$ cat src/rtl/crono_countdown_ctrl.sv
// Countdown chronometer sequencer: edit, run, pause and expire of an HH:MM:SS countdown.
// Optional alarm auto-clear after ALARM_SECS ticks is built when CRONO_ALARM_TIMEOUT_EN is defined.
module crono_countdown_ctrl #(
  parameter int unsigned ALARM_SECS = 10
) (
  input  logic       clk,
  input  logic       rst,
  input  logic       sw_hora,
  input  logic       sw_fecha,
  input  logic       sw_cronometro,
  input  logic       a_cr_hora,
  input  logic       a_cr_min,
  input  logic       a_cr_seg,
  input  logic       inc,
  input  logic       dec,
  input  logic       start_stop,
  input  logic       tick_1hz,
  output logic [4:0] crono_hh,
  output logic [5:0] crono_mm,
  output logic [5:0] crono_ss,
  output logic       running,
  output logic       alarm,
  output logic       edit_en
);

  // state   | meaning
  // IDLE    | mode inactive, time frozen
  // SET     | fields editable with inc/dec
  // RUN     | counting down on tick_1hz
  // PAUSE   | count frozen, waiting for start_stop
  // DONE    | reached 00:00:00, alarm raised
  typedef enum logic [2:0] {
    S_IDLE  = 3'd0,
    S_SET   = 3'd1,
    S_RUN   = 3'd2,
    S_PAUSE = 3'd3,
    S_DONE  = 3'd4
  } state_t;

  state_t     state_q, state_d;
  logic [4:0] hh_q, hh_d;
  logic [5:0] mm_q, mm_d;
  logic [5:0] ss_q, ss_d;
  logic       running_q, alarm_q, edit_en_q;

  logic mode_act;
  logic edit_one;
  logic time_nz;
  logic last_sec;

`ifdef CRONO_ALARM_TIMEOUT_EN
  localparam logic [5:0] ALARM_LAST = 6'(ALARM_SECS - 1);
  logic [5:0] cnt_q, cnt_d;
`else
  logic alarm_secs_unused;
  assign alarm_secs_unused = ^6'(ALARM_SECS);
`endif

  function automatic logic [5:0] step_field(input logic [5:0] v,
                                            input logic [5:0] top,
                                            input logic       up);
    if (up) return (v >= top) ? 6'd0 : v + 6'd1;
    else    return (v == 6'd0) ? top : v - 6'd1;
  endfunction

  assign mode_act = sw_cronometro & ~sw_hora & ~sw_fecha;
  assign edit_one = inc ^ dec;
  assign time_nz  = |{hh_q, mm_q, ss_q};
  assign last_sec = (hh_q == 5'd0) && (mm_q == 6'd0) && (ss_q == 6'd1);

  always_comb begin
    state_d = state_q;
    hh_d    = hh_q;
    mm_d    = mm_q;
    ss_d    = ss_q;
`ifdef CRONO_ALARM_TIMEOUT_EN
    cnt_d   = cnt_q;
`endif
    if (!mode_act) begin
      state_d = S_IDLE;
    end else begin
      case (state_q)
        S_IDLE: state_d = S_SET;
        S_SET: begin
          if (edit_one) begin
            if (a_cr_hora)     hh_d = 5'(step_field({1'b0, hh_q}, 6'd23, inc));
            else if (a_cr_min) mm_d = step_field(mm_q, 6'd59, inc);
            else if (a_cr_seg) ss_d = step_field(ss_q, 6'd59, inc);
          end
          if (start_stop && time_nz) state_d = S_RUN;
        end
        S_RUN: begin
          // start_stop takes priority; a coincident tick is dropped
          if (start_stop) begin
            state_d = S_PAUSE;
          end else if (tick_1hz) begin
            if (ss_q != 6'd0) begin
              ss_d = ss_q - 6'd1;
            end else begin
              ss_d = 6'd59;
              if (mm_q != 6'd0) begin
                mm_d = mm_q - 6'd1;
              end else begin
                mm_d = 6'd59;
                hh_d = hh_q - 5'd1;
              end
            end
            if (last_sec || !time_nz) begin
              hh_d    = 5'd0;
              mm_d    = 6'd0;
              ss_d    = 6'd0;
              state_d = S_DONE;
            end
          end
        end
        S_PAUSE: if (start_stop) state_d = S_RUN;
        S_DONE: begin
          if (start_stop) begin
            state_d = S_SET;
`ifdef CRONO_ALARM_TIMEOUT_EN
          end else if (tick_1hz) begin
            if (cnt_q >= ALARM_LAST) state_d = S_SET;
            else                     cnt_d   = cnt_q + 6'd1;
`endif
          end
        end
        default: state_d = S_IDLE;
      endcase
    end
`ifdef CRONO_ALARM_TIMEOUT_EN
    // counter is held at zero outside DONE so every entry starts fresh
    if (state_d != S_DONE) cnt_d = 6'd0;
`endif
  end

  always_ff @(posedge clk) begin
    if (!rst) begin
      state_q   <= S_IDLE;
      hh_q      <= 5'd0;
      mm_q      <= 6'd0;
      ss_q      <= 6'd0;
      running_q <= 1'b0;
      alarm_q   <= 1'b0;
      edit_en_q <= 1'b0;
`ifdef CRONO_ALARM_TIMEOUT_EN
      cnt_q     <= 6'd0;
`endif
    end else begin
      state_q   <= state_d;
      hh_q      <= hh_d;
      mm_q      <= mm_d;
      ss_q      <= ss_d;
      running_q <= (state_d == S_RUN);
      alarm_q   <= (state_d == S_DONE);
      edit_en_q <= (state_d == S_SET);
`ifdef CRONO_ALARM_TIMEOUT_EN
      cnt_q     <= cnt_d;
`endif
    end
  end

  assign crono_hh = hh_q;
  assign crono_mm = mm_q;
  assign crono_ss = ss_q;
  assign running  = running_q;
  assign alarm    = alarm_q;
  assign edit_en  = edit_en_q;

endmodule

$ cat config.mk
export PLATFORM = sky130hd
export DESIGN_NAME = crono_countdown_ctrl
export DESIGN_NICKNAME = d
export VERILOG_FILES = /design/src/rtl/crono_countdown_ctrl.sv
export SDC_FILE = /design/constraint.sdc
export NUM_CORES = 1
export LEC_CHECK = 0
export ABC_CLOCK_PERIOD_IN_PS = 4800
export CELL_PAD_IN_SITES_DETAIL_PLACEMENT = 0
export CELL_PAD_IN_SITES_GLOBAL_PLACEMENT = 2
export CORE_MARGIN = 2
export CORE_UTILIZATION = 34
export DETAILED_ROUTE_END_ITERATION = 6
export PLACE_DENSITY_LB_ADDON = 0.1
export SLEW_MARGIN = 15
export SYNTH_ARGS = -nofsm -noshare
export SYNTH_HDL_FRONTEND = slang
export SYNTH_SLANG_ARGS = --single-unit
$ cat constraint.sdc
create_clock -name clk -period 4.8 [get_ports clk]
set_input_delay 0.96 -clock clk [delete_from_list [all_inputs] [get_ports clk]]
set_output_delay 0.96 -clock clk [all_outputs]
set_load 0.05 [all_outputs]
# After elaboration in Yosys (flattened, before gate mapping)
# Index checks and enable logic that the tools add are counted.
# Widths: inputs -> output; s select.
word_totals:
  reg_bits: 23
  out_inout_bits: 20
  elab_cells: 99
classes:
  addsub: 7
  n_lt_le_gt_ge: 3
  eq_ne: 18
  muxes: 43
  n_bitwise: 5
  reduce_logical: 16
ops:
  columns: ["op", "count"]
  rows:
  - ["$mux 6", 22]
  - ["$mux 5", 10]
  - ["$pmux 6 s2", 2]
  - ["$reduce_and 8->1", 3]
  - ["$mux 3", 7]
  - ["$reduce_or 17->1", 1]
  - ["$ne 2x2->1 const B", 8]
  - ["$pmux 3 s5", 1]
  - ["$add 6x1->6 const B", 2]
  - ["$ge 6x6->1 const B", 2]
  - ["$logic_not 6->1", 2]
  - ["$reduce_bool 6->1", 2]
  - ["$sub 6x1->6 const B", 2]
  - ["$pmux 5 s2", 1]
  - ["$sub 5x1->5 const B", 2]
  - ["$eq 3x2->1 const B", 3]
  - ["$eq 3x1->1 const B", 2]
  - ["$eq 3x3->1 const B", 2]
  - ["$eq 6x1->1 const B", 1]
  - ["$ne 3x3->1 const B", 2]
  - ["$add 5x1->5 const B", 1]
  - ["$ge 5x5->1 const B", 1]
  - ["$logic_not 5->1", 1]
  - ["$logic_and 1x1->1", 3]
  - ["7 further kinds", 9]

# Logic depth before layout (Yosys ltp)
# Gate-level depths: netlist of the first run.
logic_depth:
  word_depth: 10
  mapped_depth: 9

# Worst setup path before layout of the first run
# Ideal clock, no wire load.
synth_timing:
  kind: "input to register"
  startpoint: "input port sw_hora"
  endpoint: "register ss_q[5] (netlist: crono_ss[5])"
  setup_ps: 120
  arrival_ps: 2449
  required_ps: 4680
  path_slack_ps: 2231
  stages: 6
  n_path_buf: 1
  cell_sequence: "or3b_2 > or4_1 > buf_2 > a31o_1 > a21oi_1 > a21boi_1"
synth_between:
  elab_chain_cells: 4
synth_lines:
  columns: ["element", "line_no", "source"]
  rows:
  - ["start: declaration", "8", "input logic sw_hora,"]
  - ["$not 1->1", "66", "assign mode_act = sw_cronometro & ~sw_hora & ~sw_fecha;"]
  - ["$and 1x1->1 (2 in series)", "66", null]
  - ["$reduce_and 8->1 (no line)", null, null]
  - ["end signal: assignment", "152", "ss_q <= ss_d;"]
  - ["end: declaration", "43", "logic [5:0] ss_q, ss_d;"]
# Every way passes these cells.
# A chain may end at the register's enable or synchronous reset.

# Worst setup path after layout of the first run
layout_timing:
  startpoint: "input port inc"
  endpoint: "register ss_q[3] (netlist: crono_ss[3])"
layout_between:
  elab_chain_cells: 6
layout_lines:
  columns: ["element", "line_no", "source"]
  rows:
  - ["start: declaration", "14", "input logic inc,"]
  - ["$mux 6", "62", "if (up) return (v >= top) ? 6'd0 : v + 6'd1;"]
  - ["$mux 6", "88", "else if (a_cr_seg) ss_d = step_field(ss_q, 6'd59, inc);"]
  - ["$mux 6", "87", "else if (a_cr_min) mm_d = step_field(mm_q, 6'd59, inc);"]
  - ["$mux 6", "86", "if (a_cr_hora) hh_d = 5'(step_field({1'b0, hh_q}, 6'd23, inc));"]
  - ["$mux 6", "85", "if (edit_one) begin"]
  - ["$pmux 6 s2", "82", "case (state_q)"]
# Several ways; a longest one is shown, not always the timed one. The select of a mux whose other input is x is not followed.

==> results.md, run 1 <==
- Status: complete, no violations
- EDFF count, synth: 0
- Cts hold-fix bufs: 0
- Hold Crit Class: reg -> reg
- GRT Overall Usage: 0.181
- Starting DRT DRC Count: 99
- Highest attainable clock frequency: approximately 0.32 GHz
- Die W: 81.8 um
- Most common cell after layout, fill and taps aside: clkdlybuf4s50_1
- Max transition margin: 0.508
- Setup ws final: 1.67 ns
- Die Ht: around 82 um
- Arrival @ worst endpoint: 3.30 ns
- Rows: 28
- Leak: between 0.8 and 0.9 nW
- Critical Path End: crono_ss[3]$_SDFFE_PN0P_
- Max cap viols: 0
- Commonest cells after routing, fill and taps aside: clkdlybuf4s50_1, nor2_1, dfxtp_1
- Crit Path Max Fanout: 14
- Clk buf depth: 2
- Clk_lat worst skew: about 0.27 ns
- Reg2reg path depth: 8
- Worst setup EP type: register
- H-tree level count: 1
- DRC: 0
- Final hold viol count: 0
- Nets@finish: about 300
- RePlAce Congestion: just over 0.8
- Post-synthesis sequential area ratio: 0.224
- Hold wc startpoint: crono_hh[4]$_SDFFE_PN0P_
- Period utilisation layout: 0.652
- DR vias: 1950
- Core area: slightly below 6000 um^2
- Worst-path clk slew: ~0.1 ns
- First-pass GRT wire length: ~9500 um
- Yosys warning count: 0
- Antenna Cells: 0
- Reg2Reg Setup Slack: roughly 2.3 ns
- # setup viols final: 0
- DIE AREA: roughly 6700 um^2
- Req. time, crit path: just under 5 ns
- Pre-antenna DRT Iters: 4
- Initial Util: 0.349
- RSZ-0062 raised after global routing: no
- Clock root cell: clkbuf_8
- Clock Skew: a little under 0.01 ns
- Setup repair bufs after CTS: 0
- Worst slack at placement: 1.36 ns
- Most used DFF post-synth: dfxtp_1
- Worst Setup SP: inc
- GRT overflow: 0
- Post-layout min period: ~3.1 ns
- Synth Cell Area: around 2000 um^2
- Post_cts resized: 0
- Via density per instance: 5.62
- IO buf count: 31
- Final Max Slew Viols: 0
- Post-synthesis cell type count: 66
- Area post-placement: around 2300 um^2
- RR Startpoint: crono_hh[0]$_SDFFE_PN0P_
- Vias in the first global route: 1849
- Initial antenna violation count: 0
- Worst setup SP type: input port
- Total power: 363 uW
- DRT antenna net count: 0
- CTS tree: yes
- Maximum VDD drop: around 0.085 mV
- RR Endpoint: crono_ss[3]$_SDFFE_PN0P_
- Worst-margin pin slew: 0.736 ns
- Share of cells above drive strength 1: 0.0699
- Asr flop ratio synth: 0
- Routed wire length: 5630 um
- Ports: 32
- Final TNS setup: 0 ns
- Cells after synthesis: around 260
- Largest net degree at the start of global routing: 20
- Yosys reg bits: 23
- Fillcell total: 639
- Hpwl dp: ~4200 um
- Syn_area_per_cell: roughly 8.0 um^2
- Post-route design area: between 2000 and 2500 um^2
- Area growth, synth to finish: 14.5%
- Syn_nets: between 200 and 300
- WL/cell: approximately 16 um
- Power Density: roughly 150 nW/um^2
- Clock sinks: 23
- Worst hold margin: a little over 0.6 ns
- CTS Buf Count: 3
- Kind of critical path: in -> reg
-- state kept, by name (all words and copies together), names as in the netlist --
register and count:
crono_mm 6, crono_ss 6, crono_hh 5, state_q 3
alarm 1, edit_en 1, running 1
-- cell type report --
class	count	area (um^2)	area share
multi-input cells	200	1390	0.590
flip-flops and latches	23	460	0.195
clock inverters	1	7.51	0.00319
inverters	14	52.6	0.0223
clock buffers	3	41.3	0.0175
well taps	75	93.8	0.0398
repair buffers	31	310	0.132
-- routing by layer --
layer | track usage | routed length, um | vias to the layer above
met5 | 0 | 0 | -
met2 | 0.301 | 2660 | 29
met1 | 0.250 | 2800 | 938
met4 | 0.0400 | 43 | 0
met3 | 0.0198 | 132 | 4
li1 | - | - | 979
-- stage by stage --
stage	util	std cells
6_report	0.400	347
5_1_grt	0.400	347
4_1_cts	0.400	347
3_5_place_dp	0.392	343
3_3_place_gp	0.392	343
2_1_floorplan	-	257
-- Yosys cell counts, types with 4 or more instances --
cell type  count  area [um^2]
o21a_1         4         30.0
ha_1          10          125
and3_1         5         31.3
nor3_1        10         50.1
o211ai_1       5         37.5
xor2_1         4         35.0
buf_6          8         90.1
nand3_1        8         40.0
o21ai_0       15         75.1
nand2_1       14         52.6
o211a_1        4         40.0
buf_2          4         20.0
inv_1         14         52.6
a31oi_1        8         50.1
nor4_1         4         25.0
nor2_1        25         93.8
and2_1         5         31.3
dfxtp_1       23          460
xnor2_1        4         35.0
a21oi_1       10         50.1
o2111ai_1      4         35.0
nor3b_1        4         30.0
-- worst max-delay path: stages --
cell	delay, ns
clkdlybuf4s50_1	0.81
xor2_1	0.24
a22oi_1	0.14
nor4_2	0.55
o21ai_0	0.18
a22o_1	0.26
o21a_1	0.16
-- power by group --
part	internal, mW	total (mW)	leakage (nW)	switching [mW]
clock	0.0588	0.131	0.0217	0.0717
sequential	0.191	0.193	0.185	0.00131
combinational	0.0173	0.0393	0.685	0.0219
-- kinds of logic (layout without fill, tap and decap cells) --
group,after synthesis,count (layout),share of synthesized area
compound gates,76,76,0.268
buf+inv,34,49,0.100
fa+ha+maj,11,11,0.0657
mux,2,2,0.00973
xor+xnor,8,8,0.0341
flops,23,23,0.224
simple gates,103,103,0.298
-- worst min path at each step --
| stage | slack [ns] | cells past startpoint | endpoint |
|---|---|---|---|
| 2_1_floorplan | 0.68 | 3 | state_q[1]$_SDFF_PN0_ |
| 3_3_place_gp | 0.62 | 2 | crono_hh[4]$_SDFFE_PN0P_ |
| 3_5_place_dp | 0.61 | 2 | crono_ss[1]$_SDFFE_PN0P_ |
| 4_1_cts | 0.62 | 2 | crono_ss[1]$_SDFFE_PN0P_ |
| 5_1_grt | 0.66 | 2 | crono_ss[1]$_SDFFE_PN0P_ |
| 6_report | 0.61 | 2 | crono_hh[4]$_SDFFE_PN0P_ |
Note: power is estimated with default switching activity, not from simulation.
==> run 2, diff against run 1 <==
Settings changed: ABC_CLOCK_PERIOD_IN_PS 4800 to 3300, CORE_UTILIZATION 34 to 32.
Clock period 4.8 ns to 3.3 ns, I/O delays scaled along.
==> results.md, run 2 (synthesis gave the netlist of run 1 again) <==
- Status: complete, no violations
- Req. time, crit path: 3.47 ns
- Final Max Slew Viols: 0
- Power Density: around 220 nW/um^2
- Starting DRT DRC Count: roughly 110
- Reg2Reg Setup Slack: 0.79 ns
- Clock Skew: 0.00689 ns
- DIE AREA: around 7100 um^2
- Max cap viols: 0
- Core area: 6280 um^2
- Ports: 32
- Rows: 29
- Hold EP: crono_hh[4]$_SDFFE_PN0P_
- Crit Path Max Fanout: 7
- Placed Instances: between 300 and 400
- Worst-margin pin slew: between 0.6 and 0.7 ns
- Worst-path clk slew: ~0.10 ns
- Post-layout min period: ~2.6 ns
- Final hold viol count: 0
- First-pass GRT wire length: 9510 um
- Largest net degree at the start of global routing: 14
- Maximum VDD drop: around 0.14 mV
- Hold Crit Class: reg -> reg
- Non-filler cells, final: between 300 and 400
- Area growth, synth to finish: 15.6%
- Clock sinks: 23
- Die W: ~84 um
- # setup viols final: 0
- Pre-antenna DRT Iters: 4
- Final TNS setup: 0 ns
- Cts hold-fix bufs: 0
- DRT antenna net count: 0
- Via density per instance: about 5.5
- Leak: about 0.91 nW
- Setup repair bufs after CTS: 0
- Reg2reg path depth: 8
- M3 GR Usage: 0.0187
- Post_cts resized: 0
- Clk buf depth: 2
- GRT Overall Usage: 0.164
- Clock root cell: clkbuf_8
- CTS tree: yes
- M2 GR Usage: 0.268
- Clk_lat worst skew: between 0.2 and 0.3 ns
- WL/cell: 15.9 um
- Busiest grt layer: met2
- Max transition margin: 0.582
- Initial Util: 0.328
- Die Ht: between 80 and 90 um
- Hold wc startpoint: crono_hh[4]$_SDFFE_PN0P_
- Most common cell after layout, fill and taps aside: clkdlybuf4s50_1
- Commonest cells after routing, fill and taps aside: clkdlybuf4s50_1, nor2_1, dfxtp_1
- Kind of critical path: in -> reg
- Vias in the first global route: 1894
- Worst setup EP type: register
- Nets@finish: around 300
- Hpwl dp: roughly 4200 um
- Arrival @ worst endpoint: between 2 and 3 ns
- RePlAce Congestion: around 0.75
- DRC: 0
- RR Endpoint: crono_hh[2]$_SDFFE_PN0P_
- Worst setup SP type: input port
- DR vias: 1933
- Routed wire length: 5610 um
- Antenna Cells: 0
- GRT overflow: 0
- Share of cells above drive strength 1: 0.0764
- Period utilisation layout: 0.775
- Initial antenna violation count: 0
- IO buf count: 31
- RR Startpoint: crono_hh[0]$_SDFFE_PN0P_
- CTS Buf Count: 3
- Fillcell total: between 600 and 700
- GR Util met1: 0.228
- Hold depth: 2
- RSZ-0062 raised after global routing: no
- Highest attainable clock frequency: roughly 0.39 GHz
- H-tree level count: 1
[run 2: layer usage]
layer	vias to the layer above	wire length, um
met1	915	2850
met4	0	59
met5	-	0
met3	6	97
met2	22	2600
li1	990	-
[run 2: final cells by class]
cell class	instances	area [um^2]	area share
Clock buffer	4	45.0	0.0189
Inverter	14	52.6	0.0221
Multi-Input combinational cell	200	1390	0.585
Sequential cell	23	460	0.194
Tap cell	77	96.3	0.0405
Timing Repair Buffer	34	333	0.140
[run 2: worst max-delay path by stage]
stage,start,end,slack [ns],cells past startpoint
floorplan,crono_mm[0]$_SDFFE_PN0P_,crono_mm[3]$_SDFFE_PN0P_,0.95,8
global placement,sw_cronometro,crono_ss[5]$_SDFFE_PN0P_,0.44,6
detailed placement,sw_cronometro,crono_mm[3]$_SDFFE_PN0P_,0.43,6
CTS,sw_cronometro,crono_mm[3]$_SDFFE_PN0P_,0.72,6
global route,start_stop,crono_mm[5]$_SDFFE_PN0P_,0.57,7
finish,sw_cronometro,crono_ss[5]$_SDFFE_PN0P_,0.74,6
[run 2: stage by stage]
stage               cell area (um^2)  hold slack [ns]  worst slack, ns   util  power [mW]
CTS                             2380            0.608            0.724  0.379       0.539
global placement                2330            0.613            0.445  0.372       0.346
detailed placement              2330            0.593            0.431  0.372       0.346
floorplan                       2060            0.685            0.946      -       0.321
finish                          2380            0.606            0.743  0.379       0.529
global route                    2380            0.645            0.567  0.379       0.563
[run 2: critical path, stage by stage]
cell	delay [ns]
clkdlybuf4s50_1	0.45
or3b_2	0.50
or4_1	0.65
a31o_1	0.24
a21oi_1	0.14
a21boi_1	0.08
[run 2: where the power goes]
group	internal [mW]	switching, mW	leakage (nW)
Combinational	0.0268	0.0320	0.700
Clock	0.0865	0.103	0.0228
Sequential	0.278	0.00191	0.185
==> run 3, diff against run 2 <==
Settings changed: ABC_CLOCK_PERIOD_IN_PS 3300 to 2600.
Clock period 3.3 ns to 2.6 ns, I/O delays scaled along.
==> results.md, run 3 (synthesis gave the netlist of run 1 again) <==
- Status: complete, no violations
- Arrival @ worst endpoint: between 2 and 3 ns
- Ports: 32
- Hold Crit Class: reg -> reg
- Placed Instances: ~370
- Total power: approximately 690 uW
- Clk_lat worst skew: 0.28 ns
- Kind of critical path: in -> reg
- Maximum VDD drop: between 0.2 and 0.25 mV
- Post_cts resized: 0
- Starting DRT DRC Count: 134
- Cts hold-fix bufs: 0
- Post-layout min period: about 2.4 ns
- Initial antenna violation count: 0
- Hpwl dp: 4500 um
- Core area: about 6300 um^2
- Max cap viols: 0
- Antenna Cells: 0
- Non-filler cells, final: between 300 and 400
- Largest net degree at the start of global routing: 14
- GRT Overall Usage: 0.172
- Die Ht: 84.2 um
- Pre-antenna DRT Iters: 4
- Clk buf depth: 2
- Max transition margin: 0.661
- IO buf count: 31
- Req. time, crit path: 2.78 ns
- Worst-path clk slew: about 0.10 ns
- Via density per instance: 5.41
- # setup viols final: 0
- Final Max Slew Viols: 0
- Area growth, synth to finish: 25.7%
- Period utilisation layout: 0.927
- Clock Skew: 0.00590 ns
- Worst-margin pin slew: between 0.5 and 0.6 ns
- Power Density: between 200 and 300 nW/um^2
- Leak: roughly 1.0 nW
- RePlAce Congestion: ~0.8
- Worst setup SP type: input port
- Vias in the first global route: around 2000
- Commonest cells after routing, fill and taps aside: clkdlybuf4s50_1, buf_4, nor2_1
- CTS Buf Count: 3
- Reg2reg path depth: 8
- DR vias: 2044
- DRT antenna net count: 0
- Clock sinks: 23
- GRT overflow: 0
- Worst hold margin: ~0.57 ns
- Share of cells above drive strength 1: 0.159
- Hold depth: 2
- Setup repair bufs after CTS: 0
- DRC: 0
- Crit Path Max Fanout: 7
- Rows: 29
- Final hold viol count: 0
- DIE AREA: approximately 7100 um^2
- WL/cell: 15.6 um
- Initial Util: 0.328
- Worst setup EP type: register
- Routed wire length: 5910 um
- RSZ-0062 raised after global routing: no
- Clock root cell: clkbuf_8
- Most common cell after layout, fill and taps aside: clkdlybuf4s50_1
- First-pass GRT wire length: between 10000 and 15000 um
- Highest attainable clock frequency: a little over 0.4 GHz
- Die W: approximately 84 um
- CTS tree: yes
- Nets@finish: 324
- H-tree level count: 1
-- run 3: cell types whose count changed in the layout (fill, tap and decap cells not counted), sizes merged --
cell / delta
buf: +26
clkbuf: -1
clkinv: +1
-- run 3: per-layer routing --
layer / GRT usage / vias up / routed length (um)
li1: - / 1037 / -
met1: 0.240 / 971 / 2880
met2: 0.283 / 30 / 2790
met3: 0.0206 / 6 / 164
met4: 0.0411 / 0 / 72
met5: 0 / - / 0
-- run 3: final cells by class --
| type | count | area (um^2) |
|---|---|---|
| Clock buffer | 3 | 41.3 |
| Sequential cell | 23 | 460 |
| Tap cell | 77 | 96.3 |
| Timing Repair Buffer | 60 | 541 |
| Multi-Input combinational cell | 200 | 1390 |
| Clock inverter | 1 | 5.00 |
| Inverter | 14 | 52.6 |
| Fill cell | 665 | 3690 |
-- run 3: worst paths after layout --
check,end,slack [ns],start
min reg2reg,crono_ss[4]$_SDFFE_PN0P_,0.57,crono_ss[4]$_SDFFE_PN0P_
min,crono_ss[4]$_SDFFE_PN0P_,0.57,crono_ss[4]$_SDFFE_PN0P_
max,crono_ss[5]$_SDFFE_PN0P_,0.19,sw_cronometro
max reg2reg,crono_hh[1]$_SDFFE_PN0P_,0.24,crono_hh[1]$_SDFFE_PN0P_
-- run 3: worst max-delay path, cell delays in order --
cell and delay [ns]:
clkdlybuf4s50_1 0.44, or3b_2 0.50, or4_1 0.65, a31o_1 0.24, a21oi_1 0.16, a21boi_1 0.08
-- run 3: per-stage QoR --
stage               setup TNS [ns]  setup slack, ns  cell area [um^2]  utilization
finish                           0            0.189              2590        0.412
global route                     0           0.0161              2590        0.412
CTS                              0            0.162              2590        0.412
detailed placement         -0.0862          -0.0827              2540        0.405
global placement           -0.0799          -0.0531              2540        0.405
floorplan                        0            0.246              2060            -
-- run 3: power by group --
group          switching (mW)  internal (mW)
registers             0.00214          0.353
logic                  0.0431         0.0404
clock network           0.141          0.108
